$ cat config.mk
export PLATFORM = sky130hd
export DESIGN_NAME = cv_pe_tile_seq
export DESIGN_NICKNAME = d
export VERILOG_FILES = /design/src/rtl/cv_pe_tile_seq.sv
export SDC_FILE = /design/constraint.sdc
export NUM_CORES = 1
export LEC_CHECK = 0
export CAP_MARGIN = 15
export CELL_PAD_IN_SITES_DETAIL_PLACEMENT = 0
export CELL_PAD_IN_SITES_GLOBAL_PLACEMENT = 2
export CORE_ASPECT_RATIO = 0.75
export CORE_UTILIZATION = 34
export DETAILED_ROUTE_END_ITERATION = 8
export PLACE_DENSITY = 0.87
export RECOVER_POWER = 25
export SLEW_MARGIN = 10
export SYNTH_ARGS = -nofsm -noshare
export SYNTH_HDL_FRONTEND = slang
export SYNTH_SLANG_ARGS = --single-unit
$ cat constraint.sdc
create_clock -name clk -period 13.59 [get_ports clk]
set_input_delay 2.718 -clock clk [delete_from_list [all_inputs] [get_ports clk]]
set_output_delay 2.718 -clock clk [all_outputs]
set_load 0.005 [all_outputs]
$ cat src/rtl/cv_pe_tile_seq.sv
// PE tile output sequencer: walks an O x H x W tile, reads the tile buffer and streams elements with coordinates.
// Optional ReLU on the write path into the skid buffer is enabled by defining CV_PE_ACT_EN.
module cv_pe_tile_seq #(
  parameter int DW  = 16,
  parameter int AW  = 13,
  parameter int IDW = 8,
  parameter int RAW = 12
) (
  input  logic           clk,
  input  logic           rst,
  input  logic [IDW-1:0] id,
  input  logic [IDW-1:0] cfg_id,
  input  logic           broadcast,
  input  logic           cfg,
  input  logic [AW-1:0]  cfg_Oext,
  input  logic [AW-1:0]  cfg_Hext,
  input  logic [AW-1:0]  cfg_Wext,
  input  logic [AW-1:0]  cfg_Oori,
  input  logic [AW-1:0]  cfg_Hori,
  input  logic [AW-1:0]  cfg_Wori,
  output logic [AW-1:0]  Oext,
  output logic [AW-1:0]  Hext,
  output logic [AW-1:0]  Wext,
  output logic [AW-1:0]  Oori,
  output logic [AW-1:0]  Hori,
  output logic [AW-1:0]  Wori,
  input  logic           store_output,
  output logic           idle,
  output logic           calc_done,
  output logic           rd_en,
  output logic [RAW-1:0] rd_addr,
  input  logic [DW-1:0]  rd_data,
  output logic           dout_valid,
  input  logic           dout_ready,
  output logic [DW-1:0]  dout_data,
  output logic [AW-1:0]  dout_o,
  output logic [AW-1:0]  dout_h,
  output logic [AW-1:0]  dout_w,
  output logic           dout_last,
  input  logic [1:0]     act_type
);

  localparam logic [1:0] S_IDLE  = 2'd0;
  localparam logic [1:0] S_RUN   = 2'd1;
  localparam logic [1:0] S_DRAIN = 2'd2;
  localparam int MW = 1 + 3*AW;
  localparam int EW = MW + DW;

  logic [1:0]    state;
  logic [AW-1:0] o_cnt, h_cnt, w_cnt;
  logic          pend;
  logic [MW-1:0] pend_meta;
  logic [1:0]    count;
  logic [EW-1:0] ent0, ent1, in_ent, head;
  logic          zero_done;
  logic [DW-1:0] act_data;
  logic          cfg_hit, start, ext_zero, last_pt, pop, issue;
  logic [2:0]    occ;

`ifdef CV_PE_ACT_EN
  assign act_data = (act_type == 2'd1 && rd_data[DW-1]) ? '0 : rd_data;
`else
  logic unused_act;
  assign unused_act = ^act_type;
  assign act_data   = rd_data;
`endif

  assign cfg_hit  = cfg && (broadcast || cfg_id == id) && state == S_IDLE;
  assign start    = store_output && state == S_IDLE;
  assign ext_zero = (Oext == '0) || (Hext == '0) || (Wext == '0);
  assign last_pt  = (o_cnt == Oext - AW'(1)) && (h_cnt == Hext - AW'(1)) && (w_cnt == Wext - AW'(1));

  // Head of queue: oldest held entry, else the read returning this cycle (bypass keeps latency at one cycle).
  assign in_ent = {pend_meta, act_data};
  always_comb begin
    head = '0;
    if (count != 2'd0) head = ent0;
    else if (pend)     head = in_ent;
  end
  assign {dout_last, dout_o, dout_h, dout_w, dout_data} = head;
  assign dout_valid = (count != 2'd0) || pend;
  assign pop        = dout_valid && dout_ready;

  // Occupancy after this edge, before counting a new read; a new read must still fit in two slots.
  assign occ   = {1'b0, count} + {2'b0, pend} - {2'b0, pop};
  assign issue = (state == S_RUN) && (occ <= 3'd1);
  assign rd_en = issue;

  assign idle      = (state == S_IDLE);
  assign calc_done = zero_done || (state == S_DRAIN && pop && dout_last);

  always_ff @(posedge clk or posedge rst) begin
    if (rst) begin
      state     <= S_IDLE;
      {Oext, Hext, Wext, Oori, Hori, Wori} <= '0;
      o_cnt     <= '0;
      h_cnt     <= '0;
      w_cnt     <= '0;
      rd_addr   <= '0;
      pend      <= 1'b0;
      pend_meta <= '0;
      zero_done <= 1'b0;
    end else begin
      zero_done <= start && ext_zero;
      if (cfg_hit) begin
        Oext <= cfg_Oext;
        Hext <= cfg_Hext;
        Wext <= cfg_Wext;
        Oori <= cfg_Oori;
        Hori <= cfg_Hori;
        Wori <= cfg_Wori;
      end
      pend <= issue;
      if (issue) pend_meta <= {last_pt, Oori + o_cnt, Hori + h_cnt, Wori + w_cnt};
      case (state)
        S_IDLE: begin
          if (start && !ext_zero) begin
            state   <= S_RUN;
            o_cnt   <= '0;
            h_cnt   <= '0;
            w_cnt   <= '0;
            rd_addr <= '0;
          end
        end
        S_RUN: begin
          if (issue) begin
            rd_addr <= rd_addr + RAW'(1);
            if (w_cnt == Wext - AW'(1)) begin
              w_cnt <= '0;
              if (h_cnt == Hext - AW'(1)) begin
                h_cnt <= '0;
                o_cnt <= o_cnt + AW'(1);
              end else begin
                h_cnt <= h_cnt + AW'(1);
              end
            end else begin
              w_cnt <= w_cnt + AW'(1);
            end
            if (last_pt) state <= S_DRAIN;
          end
        end
        S_DRAIN: begin
          if (pop && dout_last) state <= S_IDLE;
        end
        default: state <= S_IDLE;
      endcase
    end
  end

  // Two-entry queue: ent0 is oldest; a returning read is stored only if it is not consumed by bypass.
  always_ff @(posedge clk or posedge rst) begin
    if (rst) begin
      count <= 2'd0;
      ent0  <= '0;
      ent1  <= '0;
    end else begin
      count <= count + {1'b0, pend} - {1'b0, pop};
      case (count)
        2'd0: begin
          if (pend && !pop) ent0 <= in_ent;
        end
        2'd1: begin
          if (pop && pend)       ent0 <= in_ent;
          else if (!pop && pend) ent1 <= in_ent;
        end
        default: begin
          if (pop) begin
            ent0 <= ent1;
            if (pend) ent1 <= in_ent;
          end
        end
      endcase
    end
  end

endmodule

Yosys cells after proc, flatten, opt, wreduce, memory -nomap -nowiden
Cells that the tools add are included.

Register bits: 287. Input bits: 118. Output and inout bits: 150. Logic and storage cells: 117.

$add $sub $neg: 14. $lt $le $gt $ge: 1. Eq/ne operators: 17. Mux-type cells: 30. Bitwise operators: 1. Reductions and logical operators: 37.

Operators with widths (count): 56-bit 2-to-1 mux (8); 56-bit one-hot mux with 2 select lines (2); 13-bit 2-to-1 mux (9); 13-bit one-hot mux with 2 select lines (3); 13-bit by 1-bit adder with 13-bit output, second input constant (3); 13-bit adder (3); 13-bit == test (3); 13-bit logical NOT (3); 13-bit by 1-bit subtractor with 13-bit output, second input constant (3); 12-bit 2-to-1 mux (2); 12-bit one-hot mux with 2 select lines (1); 2-bit inequality test, second input constant (8); 1-bit logical AND (14); 12-bit by 1-bit adder with 12-bit output, second input constant (1); 5-bit AND reduction (2); 8-bit == test (1); 2-bit 2-to-1 mux (4); 4-bit AND reduction (2); 2-bit nonzero test (4); 2-bit one-hot mux with 3 select lines (1); 3-bit AND reduction (2); 1-bit logical OR (5); 2-bit by 1-bit == test with 1-bit output, second input constant (2); 2-bit logical NOT (2); 10 further kinds (12).

Longest topological paths before layout
Gate-level depths: netlist of run 1.

Depth in word-level cells: 8. Mapped depth: 16.

Worst setup path before layout of run 1
Ideal clock, no wire load.

Path type: input -> output. Start: input port dout_ready. End: output port rd_en. Arrival: 4.324 ns. Required time: 10.872 ns. Slack: 6.548 ns. Cell stages on the path: 9. Path buffers: 1. Path through: nand3_1 > o21ai_0 > ha_1 > fa_1 > xor2_1 > nand2b_1 > or2_2 > inv_1 > clkbuf_1.

Cells in the longest elaborated chain, start to end: 4.

RTL lines: start, declared (RTL line 34) `input logic dout_ready,`; 1-bit logical AND (RTL line 82) `assign pop = dout_valid && dout_ready;`; 3-bit by 1-bit subtractor with 3-bit output (RTL line 85) `assign occ = {1'b0, count} + {2'b0, pend} - {2'b0, pop};`; 3-bit by 1-bit less-or-equal comparator with 1-bit output (RTL line 86) `assign issue = (state == S_RUN) && (occ <= 3'd1);`; 1-bit logical AND (RTL line 86); end, declared (RTL line 30) `output logic rd_en,`.

Every way passes these cells.

==> metrics.md, run 1 <==
| Metric | Value |
|---|---|
| Status | `complete, but fails checks` |
| Failing checks | `capacitance limit, slew limit` |
| Top delay family on crit path | `buffers and inverters` |
| Setup Total Neg Slack | `0 ns` |
| CTS Buffer Depth | `3` |
| Crit Path Class | `in -> async` |
| Hold EP | `ent1[52]` |
| CTS tree | `built` |
| DR vias | `12300` |
| Chip Width | `between 200 and 250 um` |
| Remaining global-route overflow | `0` |
| Critical path required time | `roughly 13 ns` |
| Number of flops mapped to enable cells by yosys | `0` |
| Synth cell types | `66` |
| Tcrit/Tclk final | `a little under two thirds` |
| Max-cap violations | `4` |
| Drt first pass iters | `4` |
| I/O pins | `268` |
| DIE AREA | `~0.047 mm2` |
| Post-CTS Repair Setup Buffers | `0` |
| Register area | `around 0.0072 mm2` |
| GRT Util Overall | `18.2%` |
| Post-CTS resize count | `0` |
| Worst reg2reg path depth | `8` |
| Gp weighted congestion | `roughly 0.8` |
| Post-DP HPWL | `29600 um` |
| Achievable Freq | `roughly 120 MHz` |
| Hold_sp | `ent1[52]` |
| Post-route ant nets | `0` |
| First-pass GRT wire length | `~70000 um` |
| Initial antenna violation count | `2` |
| Num CTS Buffers | `35` |
| Placed Area | `approximately 0.019 mm2` |
| Share of layout cells above drive strength 1 | `approximately 12%` |
| Hold_buf cts | `0` |
| Asr flop ratio synth | `between 90% and 100%` |
| Remaining routing DRC violations | `0` |
| Syn nets | `about 1700` |
| Filler instances | `roughly 4300` |
| Crit path DAT | `around 8.0 ns` |
| Syn Std Cell Area | `approximately 0.016 mm2` |
| Area of the multi-input gates | `0.00792 mm2` |
| Max incr delay on CP | `2.65 ns` |
| Std cell rows | `67` |
| Hold Crit Depth | `1` |
| Pwr Density | `~170 mW/mm2` |
| Slowest CP cell | `clkbuf_1` |
| Vias in the first global route | `between 10000 and 15000` |
| Slew headroom | `-150%` |
| Reg-to-Reg End | `ent0[24]` |
| Static leakage | `~9.5 nW` |
| Reg-to-reg startpoint | `count[1]` |
| # diodes | `0` |
| Layout Skew | `between 0.02 and 0.025 ns` |
| Crit path buffers/inverters | `3` |
| Initial core utilization | `34.6%` |
| H-tree Lvls | `2` |
| Avg WL per Cell | `17.6 um` |
| Post-synthesis sequential area ratio | `46.2%` |
| VDD IR max | `about 0.16 mV` |
| Overall Power | `3.31 mW` |
| Most used DFF post-synth | `dfrtp_1` |
| Final wirelength | `between 40000 and 50000 um` |
| Top flop regs | `ent0 x56, ent1 x56, pend_meta x40` |
| WHS | `0.504 ns` |
| Hold Path Class | `reg -> reg` |
| Crit. End Element | `asynchronous set/reset pin` |
| Syn avg cell area | `9.85 um2` |
| IO Port Bufs | `between 200 and 300` |
| Setup violators final | `0` |
| Core footprint | `about 0.045 mm2` |
| Clock Sinks | `about 290` |
| Clock transition at path regs | `approximately 0.05 ns` |
| R2r setup slk | `about 9 ns` |
| RSZ-0062 raised after global routing | `no` |
| Largest net degree at the start of global routing | `a little over 90` |
| Initial drt markers | `around 750` |
| Synth-to-layout area growth | `28.4%` |
| Yosys warns | `0` |
| Vias per Instance | `just over 5` |
| Min Tclk post-route | `about 8.7 ns` |
| Nets | `1975` |
| Skew-Pair Late Insertion Delay | `approximately 0.53 ns` |
| Critical Path Fanout Max | `slightly above 80` |
| Slew Viols, Final | `~240` |
| Finished Cell Area | `between 0.015 and 0.02 mm2` |
| Die Y | `approximately 190 um` |
| CP Cell Sequence | `dlygate4sd3_1 -> clkinvlp_2 -> clkbuf_1` |
| Yosys reg bits | `roughly 290` |
| Root Buffer | `clkbuf_16` |
| Worst-Margin Slew | `between 3 and 4 ns` |
| Cell count after synthesis | `1580` |
| Fin. Hold Viols | `0` |
| Crit start category | `primary input` |
==> worst reg2reg max path, cell delays in order, from the launching register on <==
cell and delay, ns:
dfrtp_4 0.47, buf_4 0.47, nor2_4 0.74, buf_4 0.52
nand2_1 0.12, mux2i_1 1.24, buf_4 0.94, nor2_1 0.12
a21oi_1 0.16
==> power by group <==
group | switching (mW) | leakage, nW | total (mW) | internal (mW)
logic | 0.646 | 5.16 | 1.16 | 0.514
clock network | 0.379 | 0.612 | 1.00 | 0.625
registers | 0.122 | 3.74 | 1.15 | 1.03
==> cell families after synthesis <==
group	after synthesis	synth area share, %
AOI/OAI and AO/OA	249	9.70
xor gates and xnor gates	106	5.97
adders and majority gates	48	4.05
buffers and inverters	121	3.10
DFF	287	46.2
muxes	198	13.9
and+or+nand+nor	571	17.2
==> worst max path at each step <==
stage	start	cells after the start	end	slack, ns
2_1_floorplan	rst	1	Hext[0]	2.95
3_3_place_gp	dout_ready	9	rd_en	5.03
3_5_place_dp	dout_ready	9	rd_en	5.01
4_1_cts	dout_ready	9	rd_en	4.99
5_1_grt	rst	3	count[1]	3.39
6_report	rst	3	count[1]	4.91
==> routing by layer <==
metal	vias to the layer above	track usage, %	share of wire (%)
met5	-	0	0
met4	0	4.25	1.9
met3	57	3.72	5.4
met2	287	26.1	41
met1	5980	27.9	51
li1	6002	-	-
==> cell usage after synthesis, drive strengths merged (26+ instances only) <==
master	instances	area (um2)
a21oi	93	465
and3	26	163
clkbuf	68	255
dfrtp	287	7180
ha	44	551
inv	33	124
mux2	128	1440
mux2i	69	691
nand2	218	818
nand3	84	420
nor2	116	435
o21ai	81	405
xnor2	45	394
xor2	61	534
==> through the flow <==
stage | setup WS [ns] | util, % | instances
CTS | 4.99 | 44.5 | 2421
global route | 3.39 | 44.4 | 2421
global placement | 5.03 | 41.7 | 2358
detailed placement | 5.01 | 41.7 | 2358
floorplan | 2.95 | - | 1580
finish | 4.91 | 44.4 | 2421
==> cells in the final DEF, fill, tap and decap left out, types with 6 or more instances in the layout <==
| master | instances |
|---|---|
| a21o_1 | 8 |
| a21oi_1 | 93 |
| a22o_1 | 9 |
| a31oi_1 | 6 |
| a41o_1 | 6 |
| and2_1 | 6 |
| and3_1 | 26 |
| buf_4 | 13 |
| clkbuf_1 | 6 |
| clkbuf_16 | 36 |
| clkbuf_8 | 8 |
| clkdlybuf4s50_1 | 216 |
| clkinv_2 | 6 |
| dfrtp_1 | 285 |
| dlygate4sd3_1 | 49 |
| ha_1 | 44 |
| inv_1 | 32 |
| mux2_2 | 128 |
| mux2i_1 | 69 |
| nand2_1 | 216 |
| nand2b_1 | 15 |
| nand3_1 | 84 |
| nand4_1 | 13 |
| nor2_1 | 114 |
| nor2b_1 | 16 |
| nor3_1 | 22 |
| nor4_1 | 13 |
| o21ai_0 | 80 |
| or2_2 | 7 |
| or3_1 | 13 |
| xnor2_1 | 45 |
| xor2_1 | 61 |
==> final cells by class <==
type / count / share of cell area (%)
Clock buffer: 48 / 5.14
Clock inverter: 15 / 1.10
Inverter: 33 / 0.627
Multi-Input combinational cell: 1172 / 39.7
Sequential cell: 287 / 36.0
Tap cell: 586 / 3.67
Timing Repair Buffer: 280 / 13.8
No activity file was read; power rests on OpenSTA's default activity.
==> run 2, diff against run 1 <==
Clock period 13.59 ns to 8.4 ns, I/O delays scaled along.
==> run 2 against run 1 <==
The run now ends clean; utilization shrank 0.11 points; critical path depth grew 6; clock skew shrank 0.0070 ns; sequential share of layout area grew 0.093 points; first-iteration DRC count shrank 9.2%; power grew 58%; routed wire length shrank 0.43%; via count shrank 1.3%; highest routed layer unchanged.
==> metrics.md, run 2 (same netlist as run 1, synthesis figures left out) <==
| Metric | Value |
|---|---|
| Nets | `a little under 2000` |
| Initial drt markers | `between 600 and 700` |
| Net switching power | `between 1.5 and 2 mW` |
| # diodes | `0` |
| Num CTS Buffers | `34` |
| Pwr Density | `263 mW/mm2` |
| Avg WL per Cell | `17.5 um` |
| Fin util | `roughly 44%` |
| Commonest non-fill, non-tap cell in the layout | `dfrtp_1` |
| Hold Path Class | `reg -> reg` |
| H-tree Lvls | `2` |
| Remaining routing DRC violations | `0` |
| Crit Path Class | `in -> out` |
| Finished Layout Cells | `between 2000 and 2500` |
| Crit path buffers/inverters | `3` |
| Gp weighted congestion | `slightly above 0.8` |
| Switching Share | `between 30 and 40%` |
| Clk pwr share | `between 20 and 30%` |
| Std cell rows | `between 60 and 70` |
| Register area | `0.00719 mm2` |
| Worst-Margin Slew | `around 1.2 ns` |
| Area of the multi-input gates | `between 0.007 and 0.008 mm2` |
| Commonest non-fill, non-tap cells in the layout | `dfrtp_1, clkdlybuf4s50_1, nand2_1` |
| Static leakage | `~9.4 nW` |
| Max-cap violations | `0` |
| CTS tree | `built` |
| Post-DP HPWL | `29300 um` |
| WHS | `about 0.5 ns` |
| Crit start category | `primary input` |
| Internal power | `about 3.4 mW` |
| Achievable Freq | `roughly 150 MHz` |
| Share of layout cells above drive strength 1 | `about 12%` |
| Post-route ant nets | `0` |
| Crit path DAT | `about 4.9 ns` |
| Synth-to-layout area growth | `28.0%` |
| Chip Width | `around 250 um` |
| Post-CTS resize count | `0` |
| GRT Util Overall | `18.2%` |
| Skew-Pair Late Insertion Delay | `about 0.52 ns` |
| Hold_buf cts | `0` |
| Clock Sinks | `between 200 and 300` |
| Setup violators final | `0` |
| Drt first pass iters | `7` |
| Core footprint | `0.0449 mm2` |
| Initial antenna violation count | `1` |
| DR vias | `12200` |
| Min Tclk post-route | `around 6.6 ns` |
| Top flop regs | `ent0 x56, ent1 x56, pend_meta x40` |
| Overall Power | `between 5 and 6 mW` |
| CP Cell Sequence | `dlygate4sd3_1 -> nand3_1 -> o21ai_0 -> ha_1 -> fa_1 -> nand2b_1 -> or2_2 -> inv_1 -> clkdlybuf4s50_1` |
| Slew Viols, Final | `0` |
| DIE AREA | `0.0466 mm2` |
| Critical path required time | `6.72 ns` |
| Die Y | `~190 um` |
| Post-CTS Repair Setup Buffers | `0` |
| Clock transition at path regs | `about 0.06 ns` |
| Setup Total Neg Slack | `0 ns` |
| Vias per Instance | `about 5` |
| Layout Skew | `between 0.01 and 0.015 ns` |
| Reg power frac | `between 30% and 40%` |
| Crit. End Element | `output port` |
| Setup WS post-layout | `around 1.8 ns` |
| VDD IR max | `around 0.21 mV` |
| Combinational power share | `a little over a third` |
| CTS Buffer Depth | `3` |
| Status | `finished, final reports clean` |
| Slew headroom | `23.3%` |
| Max incr delay on CP | `roughly 0.74 ns` |
| Final wirelength | `around 42000 um` |
| Finished Cell Area | `0.0199 mm2` |
| Top delay family on crit path | `buffers and inverters` |
| Largest net degree at the start of global routing | `around 170` |
| Filler instances | `between 4000 and 5000` |
| Initial core utilization | `34.6%` |
| RSZ-0062 raised after global routing | `no` |
| Cells after DPL | `about 2400` |
| Placed Area | `approximately 0.019 mm2` |
| Slowest CP cell | `dlygate4sd3_1` |
| Post-Place Worst Slack | `around 1.9 ns` |
| Fin. Hold Viols | `0` |
| Root Buffer | `clkbuf_16` |
| Critical Path Fanout Max | `12` |
| Tcrit/Tclk final | `between 70% and 80%` |
| IO Port Bufs | `approximately 270` |
| I/O pins | `268` |
| First-pass GRT wire length | `a little under 70000 um` |
| Remaining global-route overflow | `0` |
| Vias in the first global route | `12000` |
==> run 2: worst paths after layout <==
check,start,depth (start not counted),to,slack (ns)
min reg2reg,ent1[30],1,ent1[30],0.50
max in group asynchronous,rst,4,Wext[4],5.00
min,ent1[30],1,ent1[30],0.50
min in group asynchronous,rst,3,ent0[45],1.94
max,dout_ready,9,rd_en,1.81
max reg2reg,count[1],12,o_cnt[0],4.14
==> run 2: routing by layer <==
metal	global-route usage (%)	wire length [um]
met1	27.8	22100
met2	26.0	17400
met3	3.87	2240
met4	3.82	626
met5	0	0
==> run 2: cell type report <==
type | instances | share of cell area [%]
clock inverter | 7 | 0.427
inverter | 33 | 0.628
multi-input combinational | 1172 | 39.8
clock buffer | 52 | 5.38
sequential | 287 | 36.1
timing repair buffer | 281 | 14.0
tap | 586 | 3.68
==> run 2: power groups by stage <==
stage	clock network, mW	logic, mW	registers [mW]
floorplan	0	1.14	1.81
global placement	0	1.87	1.86
detailed placement	0	1.89	1.88
CTS	1.58	1.90	1.85
global route	1.63	2.08	1.89
finish	1.53	1.87	1.85
